**src/rtl/cfr_ipif_arbiter.sv**
```systemverilog
// Round-robin arbiter sharing one CFR IPIF slave port among NUM_MASTER IPIF masters,
// with per-master request capture, one outstanding slave transaction and a completion watchdog.
module cfr_ipif_arbiter #(
   parameter int unsigned NUM_MASTER = 2,
   parameter int unsigned ADDR_WIDTH = 15,
   parameter int unsigned DATA_WIDTH = 32,
   parameter int unsigned TIMEOUT    = 255,
   parameter logic [DATA_WIDTH-1:0] TIMEOUT_DATA = 32'hDEADBEEF
) (
   input  logic                  clk,
   input  logic                  rst,
   input  logic [ADDR_WIDTH-1:0] m_wr_addr [NUM_MASTER],
   input  logic [NUM_MASTER-1:0] m_wr_req,
   input  logic [DATA_WIDTH-1:0] m_wr_data [NUM_MASTER],
   output logic [NUM_MASTER-1:0] m_wr_ack,
   input  logic [ADDR_WIDTH-1:0] m_rd_addr [NUM_MASTER],
   input  logic [NUM_MASTER-1:0] m_rd_req,
   output logic [DATA_WIDTH-1:0] m_rd_data [NUM_MASTER],
   output logic [NUM_MASTER-1:0] m_rd_ack,
   output logic [ADDR_WIDTH-1:0] s_wr_addr,
   output logic [DATA_WIDTH-1:0] s_wr_data,
   output logic                  s_wr_req,
   input  logic                  s_wr_ack,
   output logic [ADDR_WIDTH-1:0] s_rd_addr,
   output logic                  s_rd_req,
   input  logic [DATA_WIDTH-1:0] s_rd_data,
   input  logic                  s_rd_ack,
   output logic                  timeout_err,
   output logic                  busy
);

   localparam int unsigned PW = (NUM_MASTER > 1) ? $clog2(NUM_MASTER) : 1;
   localparam int unsigned CW = $clog2(TIMEOUT + 1);

   typedef enum logic [1:0] {IDLE, WAIT_WR, WAIT_RD} state_t;

   state_t                  state, state_nxt;
   logic [NUM_MASTER-1:0]   wr_pend, rd_pend;
   logic [ADDR_WIDTH-1:0]   wr_addr_q [NUM_MASTER];
   logic [ADDR_WIDTH-1:0]   rd_addr_q [NUM_MASTER];
   logic [DATA_WIDTH-1:0]   wr_data_q [NUM_MASTER];
   logic [PW-1:0]           ptr, gidx, sel_idx;
   logic [CW-1:0]           cnt;
   logic                    sel_vld, sel_wr, done, expired;

   assign busy = (state != IDLE);

   always_comb begin
      int unsigned idx;
      idx       = 0;
      state_nxt = state;
      sel_vld   = 1'b0;
      sel_idx   = '0;
      sel_wr    = 1'b0;
      done      = 1'b0;
      expired   = 1'b0;
      unique case (state)
         IDLE: begin
            // First pending master at or after the pointer; a master's write beats its read.
            for (int unsigned i = 0; i < NUM_MASTER; i++) begin
               idx = 32'(ptr) + i;
               if (idx >= NUM_MASTER) idx = idx - NUM_MASTER;
               if (!sel_vld && (wr_pend[idx] || rd_pend[idx])) begin
                  sel_vld = 1'b1;
                  sel_idx = PW'(idx);
                  sel_wr  = wr_pend[idx];
               end
            end
            if (sel_vld) state_nxt = sel_wr ? WAIT_WR : WAIT_RD;
         end
         WAIT_WR, WAIT_RD: begin
            if ((state == WAIT_WR) ? s_wr_ack : s_rd_ack) begin
               done = 1'b1;
            end else if (cnt == CW'(TIMEOUT)) begin
               done    = 1'b1;
               expired = 1'b1;
            end
            if (done) state_nxt = IDLE;
         end
         default: state_nxt = IDLE;
      endcase
   end

   always_ff @(posedge clk) begin
      if (rst) begin
         state       <= IDLE;
         wr_pend     <= '0;
         rd_pend     <= '0;
         ptr         <= '0;
         gidx        <= '0;
         cnt         <= '0;
         s_wr_addr   <= '0;
         s_wr_data   <= '0;
         s_wr_req    <= 1'b0;
         s_rd_addr   <= '0;
         s_rd_req    <= 1'b0;
         m_wr_ack    <= '0;
         m_rd_ack    <= '0;
         timeout_err <= 1'b0;
         for (int unsigned m = 0; m < NUM_MASTER; m++) begin
            wr_addr_q[m] <= '0;
            rd_addr_q[m] <= '0;
            wr_data_q[m] <= '0;
            m_rd_data[m] <= '0;
         end
      end else begin
         state       <= state_nxt;
         s_wr_req    <= 1'b0;
         s_rd_req    <= 1'b0;
         m_wr_ack    <= '0;
         m_rd_ack    <= '0;
         timeout_err <= 1'b0;
         if (state != IDLE) cnt <= cnt + 1'b1;

         // A request on a slot that is still pending is dropped; the first capture stands.
         for (int unsigned m = 0; m < NUM_MASTER; m++) begin
            if (m_wr_req[m] && !wr_pend[m]) begin
               wr_pend[m]   <= 1'b1;
               wr_addr_q[m] <= m_wr_addr[m];
               wr_data_q[m] <= m_wr_data[m];
            end
            if (m_rd_req[m] && !rd_pend[m]) begin
               rd_pend[m]   <= 1'b1;
               rd_addr_q[m] <= m_rd_addr[m];
            end
         end

         if (sel_vld) begin
            gidx <= sel_idx;
            ptr  <= (sel_idx == PW'(NUM_MASTER - 1)) ? '0 : sel_idx + 1'b1;
            cnt  <= '0;
            if (sel_wr) begin
               s_wr_req  <= 1'b1;
               s_wr_addr <= wr_addr_q[sel_idx];
               s_wr_data <= wr_data_q[sel_idx];
            end else begin
               s_rd_req  <= 1'b1;
               s_rd_addr <= rd_addr_q[sel_idx];
            end
         end

         if (done) begin
            timeout_err <= expired;
            if (state == WAIT_WR) begin
               m_wr_ack[gidx] <= 1'b1;
               wr_pend[gidx]  <= 1'b0;
            end else begin
               m_rd_ack[gidx]  <= 1'b1;
               m_rd_data[gidx] <= expired ? TIMEOUT_DATA : s_rd_data;
               rd_pend[gidx]   <= 1'b0;
            end
         end
      end
   end

endmodule
```
**config.mk**
```make
export PLATFORM = sky130hd
export DESIGN_NAME = cfr_ipif_arbiter
export DESIGN_NICKNAME = d
export VERILOG_FILES = /design/src/rtl/cfr_ipif_arbiter.sv
export SDC_FILE = /design/constraint.sdc
export NUM_CORES = 1
export LEC_CHECK = 0
export ABC_AREA = 1
export BUFFER_PORTS_ARGS = -buffer_cell sky130_fd_sc_hd__buf_2
export CAP_MARGIN = 25
export CELL_PAD_IN_SITES_DETAIL_PLACEMENT = 1
export CELL_PAD_IN_SITES_GLOBAL_PLACEMENT = 2
export CORE_MARGIN = 2
export CORE_UTILIZATION = 30
export CTS_BUF_LIST = sky130_fd_sc_hd__clkbuf_16
export CTS_CLUSTER_SIZE = 10
export DETAILED_ROUTE_END_ITERATION = 8
export GPL_TIMING_DRIVEN = 0
export HOLD_SLACK_MARGIN = 0.02
export PLACE_DENSITY = 0.85
export SLEW_MARGIN = 10
export SYNTH_ARGS = -nofsm -noshare
export SYNTH_HDL_FRONTEND = slang
export SYNTH_SLANG_ARGS = --single-unit
```
**constraint.sdc**
```tcl
create_clock -name clk -period 5.67 [get_ports clk]
set_input_delay 0.2835 -clock clk [delete_from_list [all_inputs] [get_ports clk]]
set_output_delay 0.2835 -clock clk [all_outputs]
set_load 0.01 [all_outputs]
```
# == Yosys cells after proc, flatten, opt, wreduce, memory -nomap -nowiden ==
# Memories as Yosys holds them, arrays and structs flattened. A register that Yosys moved wholly into a read port is not among the register bits.
# Cells that the tools add are included.
# W data, S select, Z words.
# totals
ff_bits,87
mem_bits_rw,124
in_bits,164
output_inout_bits,134
elab_cells,150
mem_count,3
# mem_list
memory,depth,width,read_ports,rd_ports_with_merged_regs,write_ports,line_no,text
wr_data_q,2,32,1,1,2,41,logic [DATA_WIDTH-1:0] wr_data_q [NUM_MASTER];
rd_addr_q,2,15,1,1,2,40,logic [ADDR_WIDTH-1:0] rd_addr_q [NUM_MASTER];
wr_addr_q,2,15,1,1,2,39,logic [ADDR_WIDTH-1:0] wr_addr_q [NUM_MASTER];
# classes
addsub,5
n_lt_le_gt_ge,8
eq_ne,5
mux,76
n_bitwise,14
reduce_logical,26
# op_table
cell,n
$mux W32,8
$bwmux W64,1
$lt A32 B2 Y1 const B,2
$mux W15,4
$mux W1,53
$demux W32 S1,1
$mux W2,7
$add A8 B1 Y8 const B,1
$eq A8 B8 Y1 const B,1
$reduce_and A2 Y1,4
$reduce_or A2 Y1,4
$logic_and A1 B1 Y1,7
$or A1 B1 Y1,6
$reduce_or A3 Y1,2
$logic_not A1 Y1,5
$and A2 B2 Y2,2
$ge A2 B2 Y1 const B,2
$not A1 Y1,4
$pmux W2 S2,1
$sub A1 B2 Y3 const B,1
$sub A2 B2 Y3 const B,1
$add A1 B1 Y2 const B,1
$eq A2 B1 Y1 const B,1
$eq A2 B2 Y1 const B,1
other kinds (13),14

# == Logic depth before layout (Yosys ltp) ==
# Gate-level depths: netlist of the first run.
# logic_depth
depth_word,15
ltp_mapped,12
mapped_depth_nobuf,12

# == Worst setup path before layout of the first run ==
# Ideal clock, no wire load.
# synth_path
path_kind,flip-flop to flip-flop
start,register wr_pend[0]
end,memory wr_addr_q[0][0] (enable)
setup_time_ns,0.517
t_arrival_ns,3.656
setup_slack_ns,1.497
path_stages_with_launch,2
path_cell_list,dfxtp_1 > o21ai_0
# synth_rtl
item,line_no,text
from (decl),38,"logic [NUM_MASTER-1:0] wr_pend, rd_pend;"
from (signal assigned),87,wr_pend <= '0;
"from (signal, indexed assignment)",118,wr_pend[m] <= 1'b1;
"from (signal, indexed assignment)",146,wr_pend[gidx] <= 1'b0;
to (decl),39,

==> impl_results.md, run 1 <==
- Status: completed
- Final min period: 2.366 ns
- Critical Path AT: 2.48 ns
- Global route overflow: 0
- Post-CTS resize count: 0
- GPL Wtd Cong: 0.7792
- Largest net degree at the start of global routing: 31
- Largest family of logic cells by synthesized area: simple AND/OR/NAND/NOR gates
- Fillers: 4618
- Power Total: 0.006482 W
- Relative slew slack: 55.41%
- Slowest stage delay, CP: 0.58 ns
- Initial DRC count: 340
- Synth unique cells: 34
- Vias per cell: 4.266
- Leakage: 7.892 nW
- Fin area: 14840 um2
- Storage cell area: 6706 um2
- Main synth FF type: dfxtp_1
- Hold wc startpoint: m_wr_data[30]
- Reg-to-Reg Start: state[0]
- Total clock buffers created by CTS: 35
- DIE HEIGHT: 200.3 um
- Post-Synth XOR/XNOR Area: 0.1516%
- Hold WC Path Type: input port to register
- Die area: 40100 um2
- Slowest cell on crit path: nand2_1
- Synth Area in Adders: 0.3249%
- Syn nets: 1581
- Mux contribution to synthesized area: 0%
- Avg Cell Area, Syn: 8.172 um2
- First-pass GRT wire length: 56150 um
- Synth-to-layout area growth: 28.42%
- Antenna viol nets, final: 0
- Sequential fraction of the synthesis area: 58.04%
- Core area: 37760 um2
- Crit-path max FO: 15
- # nets final: 1921
- I/O Pins: 298
- Pre-Repair DR Iteration Count: 4
- Total GRT Usage: 17.84%
- #FFs+latches synth: 273
- Multi-input gate area: 3403 um2
- Crit Path Class: input port to register
- # H-tree levels: 2
- Placed Area: 13800 um2
- Rows: 71
- I/O Buffers: 297
- WL per Instance: 15.60 um
- Layout cells sized above 1: 23.13%
- Clk_lat worst skew: 0.53 ns
- Synth Area in Compound Gates: 5.836%
- Ys async rst share: 0%
- RR Endpoint: s_wr_data[1]
- F_max: 0.4227 GHz
- CTS Root Cell: clkbuf_16
- WHS Path Cells: 3
- Period utilization: 41.72%
- Post-Syn Area: 11550 um2
- Max_cap viols: 0
- CTS max path bufs: 3
- Count of yosys warnings during synthesis: 0
- Final hold vios: 0
- Critical-path cell list: buf_2 > inv_1 > buf_2 > clkbuf_1 > clkbuf_1 > nand2_1
- Hold EP: wr_data_q[1][30]
- TritonCTS clock tree: done
- Final HPWL from detailed placement: 27460 um
- Sink Count: 273
- CP Launch Type: input port
- Starting density of the core: 30.60%
- Worst Path Required: 5.78 ns
- Critical path capture point type: register
- Post-synthesis simple-gate area fraction: 23.02%
- Number of synthesized flops with an enable pin: 124
- Die W: 200.3 um
- Worst-Margin Slew: 0.6673 ns
- Setup-failing EPs final: 0
- DRC Markers: 0
- VDD IR max: 0.1821 mV
- RSZ-0062 raised after global routing: false
- Final Max Slew Viols: 0
- Clock transition at path regs: 0.05 ns
- Synth Instances: 1414
- Pwr Density: 436.8 nW/um2
- Initial antenna violation count: 1
- Worst Clk Skew: 0.01580 ns
- Reg2reg path depth: 8
- TNS Setup: 0 ns
- R2R setup slack: 3.34 ns
- Via count: 9765
- Detailed Route WL: 35710 um
- Number of global-route vias before repair: 10493
-- power by group --
part | switching (W) | total, W | internal (W)
logic | 0.00133 | 0.00196 | 0.000636
registers | 0.000155 | 0.00255 | 0.00240
clock network | 0.000843 | 0.00197 | 0.00112
-- area by class of cell --
cell class,count,area share [%]
Antenna cell,1,0.01686
Tap cell,511,4.309
Clock inverter,25,0.9696
Inverter,296,7.487
Sequential cell,273,45.19
Timing Repair Buffer,303,10.84
Multi-Input combinational cell,776,22.93
Clock buffer,35,5.902
Buffer,69,2.344
-- critical path, delay by kind of cell --
family | cells | cell delay, ns
buffers and inverters | 5 | 1.61
AND/OR/NAND/NOR | 1 | 0.58
-- cells in the final DEF (no fill, tap or decap), types with 2 or more instances in the layout --
| cell type | instances |
|---|---|
| nand2_1 | 386 |
| inv_1 | 308 |
| buf_2 | 304 |
| dfxtp_1 | 149 |
| nor2_1 | 146 |
| edfxtp_1 | 124 |
| nand3_1 | 73 |
| a21oi_1 | 59 |
| o21ai_0 | 51 |
| clkbuf_1 | 35 |
| clkbuf_16 | 35 |
| or2_2 | 25 |
| buf_1 | 12 |
| a21oi_2 | 10 |
| clkinv_1 | 7 |
| buf_4 | 7 |
| buf_6 | 7 |
| nand4_2 | 3 |
| nor3_1 | 3 |
| ha_1 | 3 |
| buf_16 | 3 |
| nand2_2 | 2 |
| nor2_4 | 2 |
| xor2_1 | 2 |
| inv_6 | 2 |
| dlygate4sd3_1 | 2 |
-- worst max path at each step --
| stage | startpoint | endpoint | depth (start not counted) |
|---|---|---|---|
| floorplan | wr_pend[0] | wr_addr_q[0][0] | 1 |
| global placement | m_wr_req[0] | wr_addr_q[0][7] | 3 |
| detailed placement | rst | rd_addr_q[0][10] | 6 |
| CTS | rst | rd_addr_q[0][10] | 6 |
| global route | rst | rd_addr_q[0][10] | 6 |
| finish | rst | rd_addr_q[0][10] | 6 |
-- flip-flops by register name (all words and copies together), names as in the netlist, 8 cells and up --
name / count
rd_addr_q: 30
s_wr_data: 32
wr_data_q: 64
m_rd_data: 64
s_wr_addr: 15
s_rd_addr: 15
wr_addr_q: 30
cnt: 8
-- layer usage --
layer	vias up	GRT usage (%)	routed length, um
li1	4957	-	-
met1	4510	21.56	15430
met2	245	31.55	17240
met3	53	3.759	2063
met4	0	5.873	978
met5	-	0	0
-- cell families (layout without fill, tap and decap cells) --
family                   Yosys count  count (layout)
AO/OA/AOI/OAI                    125             125
XOR/XNOR                           2               2
adder cells (fa/ha/maj)            3               3
buffers and inverters            365             728
flip-flops                       273             273
other                              0               1
AND/OR/NAND/NOR                  646             646
-- repair_timing --
action	4_1_cts	5_1_grt
buffers inserted	0	0
hold endpoints to repair	2	0
hold buffers	2	0
-- synth_stat cells, types with 2 or more instances --
| cell type | number | area share [%] |
|---|---|---|
| nand2_1 | 387 | 13 |
| inv_1 | 294 | 9.6 |
| dfxtp_1 | 149 | 26 |
| nor2_1 | 146 | 4.7 |
| edfxtp_1 | 124 | 32 |
| nand3_1 | 73 | 3.2 |
| a21oi_1 | 59 | 2.6 |
| o21ai_0 | 52 | 2.3 |
| clkbuf_1 | 35 | 1.1 |
| or2_2 | 25 | 1.4 |
| buf_1 | 12 | 0.39 |
| a21oi_2 | 10 | 0.76 |
| buf_2 | 7 | 0.30 |
| buf_4 | 7 | 0.45 |
| buf_6 | 7 | 0.68 |
| ha_1 | 3 | 0.32 |
| nand4_2 | 3 | 0.32 |
| nor3_1 | 3 | 0.13 |
| nor2_4 | 2 | 0.19 |
| xor2_1 | 2 | 0.15 |
-- stage by stage --
step / hold WS [ns] / setup slack, ns / util [%] / std cells
floorplan: 0.4168 / 1.497 / - / 1414
CTS: 0.02321 / 3.192 / 39.30 / 2288
global placement: 0.4560 / -0.5235 / 36.24 / 2222
detailed placement: 0.4601 / 2.627 / 36.54 / 2226
global route: 0.04662 / 3.020 / 39.30 / 2289
finish: 0.05061 / 3.304 / 39.30 / 2289
Note: power is estimated with default switching activity, not from simulation.
==> run 2, diff against run 1 <==
--- a/config.mk
+++ b/config.mk
@@ -11,13 +11,13 @@
 export CELL_PAD_IN_SITES_DETAIL_PLACEMENT = 1
 export CELL_PAD_IN_SITES_GLOBAL_PLACEMENT = 2
 export CORE_MARGIN = 2
-export CORE_UTILIZATION = 30
+export CORE_UTILIZATION = 27
 export CTS_BUF_LIST = sky130_fd_sc_hd__clkbuf_16
 export CTS_CLUSTER_SIZE = 10
 export DETAILED_ROUTE_END_ITERATION = 8
 export GPL_TIMING_DRIVEN = 0
 export HOLD_SLACK_MARGIN = 0.02
-export PLACE_DENSITY = 0.85
+export PLACE_DENSITY = 0.81
 export SLEW_MARGIN = 10
 export SYNTH_ARGS = -nofsm -noshare
 export SYNTH_HDL_FRONTEND = slang
==> constraint.sdc (replaced) <==
create_clock -name clk -period 2 [get_ports clk]
set_input_delay 0.1 -clock clk [delete_from_list [all_inputs] [get_ports clk]]
set_output_delay 0.1 -clock clk [all_outputs]
set_load 0.01 [all_outputs]
==> impl_results.md, run 2 (synthesis gave the netlist of run 1 again) <==
- Pre-CTS setup slack: -1.079 ns
- Most common cell after layout, fill and taps aside: nand2_1
- # H-tree levels: 2
- Clk_lat worst skew: 0.54 ns
- Total GRT Usage: 18.49%
- Antenna viol nets, final: 0
- WL per Instance: 16.56 um
- Die area: 44470 um2
- Status: completed
- Via count: 10762
- Hold WC Path Type: input port to register
- TritonCTS clock tree: done
- CTS max path bufs: 3
- Storage cell area: 6710 um2
- Rows: 75
- GPL Wtd Cong: 0.7631
- Initial antenna violation count: 2
- CTS Root Cell: clkbuf_16
- Synth-to-layout area growth: 44.10%
- F_max: 0.5221 GHz
- First-pass GRT wire length: 63490 um
- RSZ-0062 raised after global routing: true
- Clock transition at path regs: 0.05 ns
- Die W: 210.9 um
- Reg-to-Reg Start: cnt[1]
- Global route overflow: 0
- # nets final: 2089
- Hold wc startpoint: rst
- VDD IR max: 0.6395 mV
- Setup-failing EPs final: 0
- Number of global-route vias before repair: 11642
- Core area: 42130 um2
- Largest net degree at the start of global routing: 48
- CP Launch Type: register
- Pwr Density: 1140 nW/um2
- Worst Clk Skew: 0.02683 ns
- RR Endpoint: m_rd_data[48]
- I/O Pins: 298
- Period utilization: 95.78%
- I/O Buffers: 297
- Leakage: 8.699 nW
- TNS Setup: 0 ns
- Total clock buffers created by CTS: 35
- Initial DRC count: 353
- Sink Count: 273
- Setup ws final: 0.08447 ns
- Most frequent cells in the layout: nand2_1, inv_1, buf_2
- Largest registers: m_rd_data: 64 flops, wr_data_q: 64 flops, s_wr_data: 32 flops
- Detailed Route WL: 41170 um
- Pre-Repair DR Iteration Count: 5
- Multi-input gate area: 3466 um2
- Final hold vios: 0
- Worst-Margin Slew: 0.7683 ns
- Final HPWL from detailed placement: 27860 um
- WHS Path Cells: 3
- R2R setup slack: 0.08 ns
- Crit Path Class: register to register
- Worst Path Required: 2.47 ns
- DRC Markers: 0
- DIE HEIGHT: 210.9 um
- Fillers: 5063
- Hold EP: m_rd_ack[0]
- Final min period: 1.916 ns
- Reg2reg path depth: 10
- Critical path capture point type: register
- Vias per cell: 4.329
- Relative slew slack: 48.78%
- Starting density of the core: 27.42%
- Power Total: 0.01898 W
- Layout cells sized above 1: 23.44%
- Crit-path max FO: 10
- Layout Cells excl Fill: 2486
- Critical Path AT: 2.39 ns
- Final Max Slew Viols: 0
- Max_cap viols: 0
- Placed Cells: 2252
-- run 2: changes by cell type in the layout (fill, tap and decap cells not counted), moves of 3 or more --
| cell | delta |
|---|---|
| buf_1 | -6 |
| buf_2 | +3 |
| buf_4 | +7 |
| buf_6 | +8 |
| clkbuf_1 | -21 |
| clkbuf_2 | +17 |
| clkinv_1 | -4 |
| dfxtp_1 | -3 |
| dfxtp_2 | +3 |
| dlygate4sd3_1 | +160 |
| nand4_2 | -3 |
| nand4_4 | +3 |
-- run 2: stage by stage --
stage | utilization, % | hold WS (ns) | instance area (um2)
2_1_floorplan | - | 0.2333 | 11570
3_3_place_gp | 32.58 | 0.3404 | 13730
3_5_place_dp | 32.73 | 0.3547 | 13790
4_1_cts | 39.22 | 0.02378 | 16520
5_1_grt | 39.51 | 0.03096 | 16650
6_report | 39.52 | 0.03913 | 16650
-- run 2: power breakdown --
part,switching [W],internal (W)
clock network,0.00241,0.00324
logic,0.00395,0.00212
registers,0.000455,0.00680
total,0.00681,0.0122
-- run 2: layout make-up --
type / instances / share of cell area [%]
inverters: 296 / 6.688
clock inverters: 24 / 0.6838
plain buffers: 68 / 2.510
multi-input cells: 776 / 20.81
repair buffers: 472 / 19.51
flip-flops and latches: 273 / 40.30
well taps: 539 / 4.050
diodes: 2 / 0.03006
clock buffers: 36 / 5.410
-- run 2: how the worst max path moves through the flow --
stage	cells after the start	end	slack, ns	from
after floorplan	5	wr_addr_q[1][0]	0.09	rst
after global placement	6	wr_addr_q[1][9]	-1.48	rst
after detailed placement	6	wr_data_q[1][19]	-1.08	rst
after CTS	10	m_rd_data[3]	-0.02	cnt[1]
after global routing	5	rd_addr_q[1][3]	-0.1	rst
final	10	m_rd_data[48]	0.08	cnt[1]
-- run 2: per-layer routing --
metal | routed length [um] | up-vias | global-route usage, %
met5 | 0 | - | 0
met4 | 1211 | 0 | 6.994
met3 | 2516 | 79 | 4.535
met2 | 20730 | 315 | 33.45
met1 | 16720 | 5073 | 20.97
li1 | - | 5295 | -
-- run 2: worst max-delay path, cell delays in order (launching register included) --
cell and delay (ns):
dfxtp_2 0.34, ha_1 0.17, nand2_1 0.13, nor2_4 0.15, nand4_4 0.15, nand2_4 0.14
nand4_4 0.18, nor2_4 0.29, buf_6 0.19, nand2_1 0.06, nand2_1 0.05
-- run 2: timing repair --
| item | CTS | global route |
|---|---|---|
| buffers inserted | 3 | 7 |
| resized for setup | 30 | 44 |
| hold buffers | 162 | 0 |
| pin swaps | 2 | 5 |
| endpoints found under the setup margin | 269 | 227 |
| endpoints found under the hold margin | 193 | 0 |
| gates cloned | 0 | 1 |
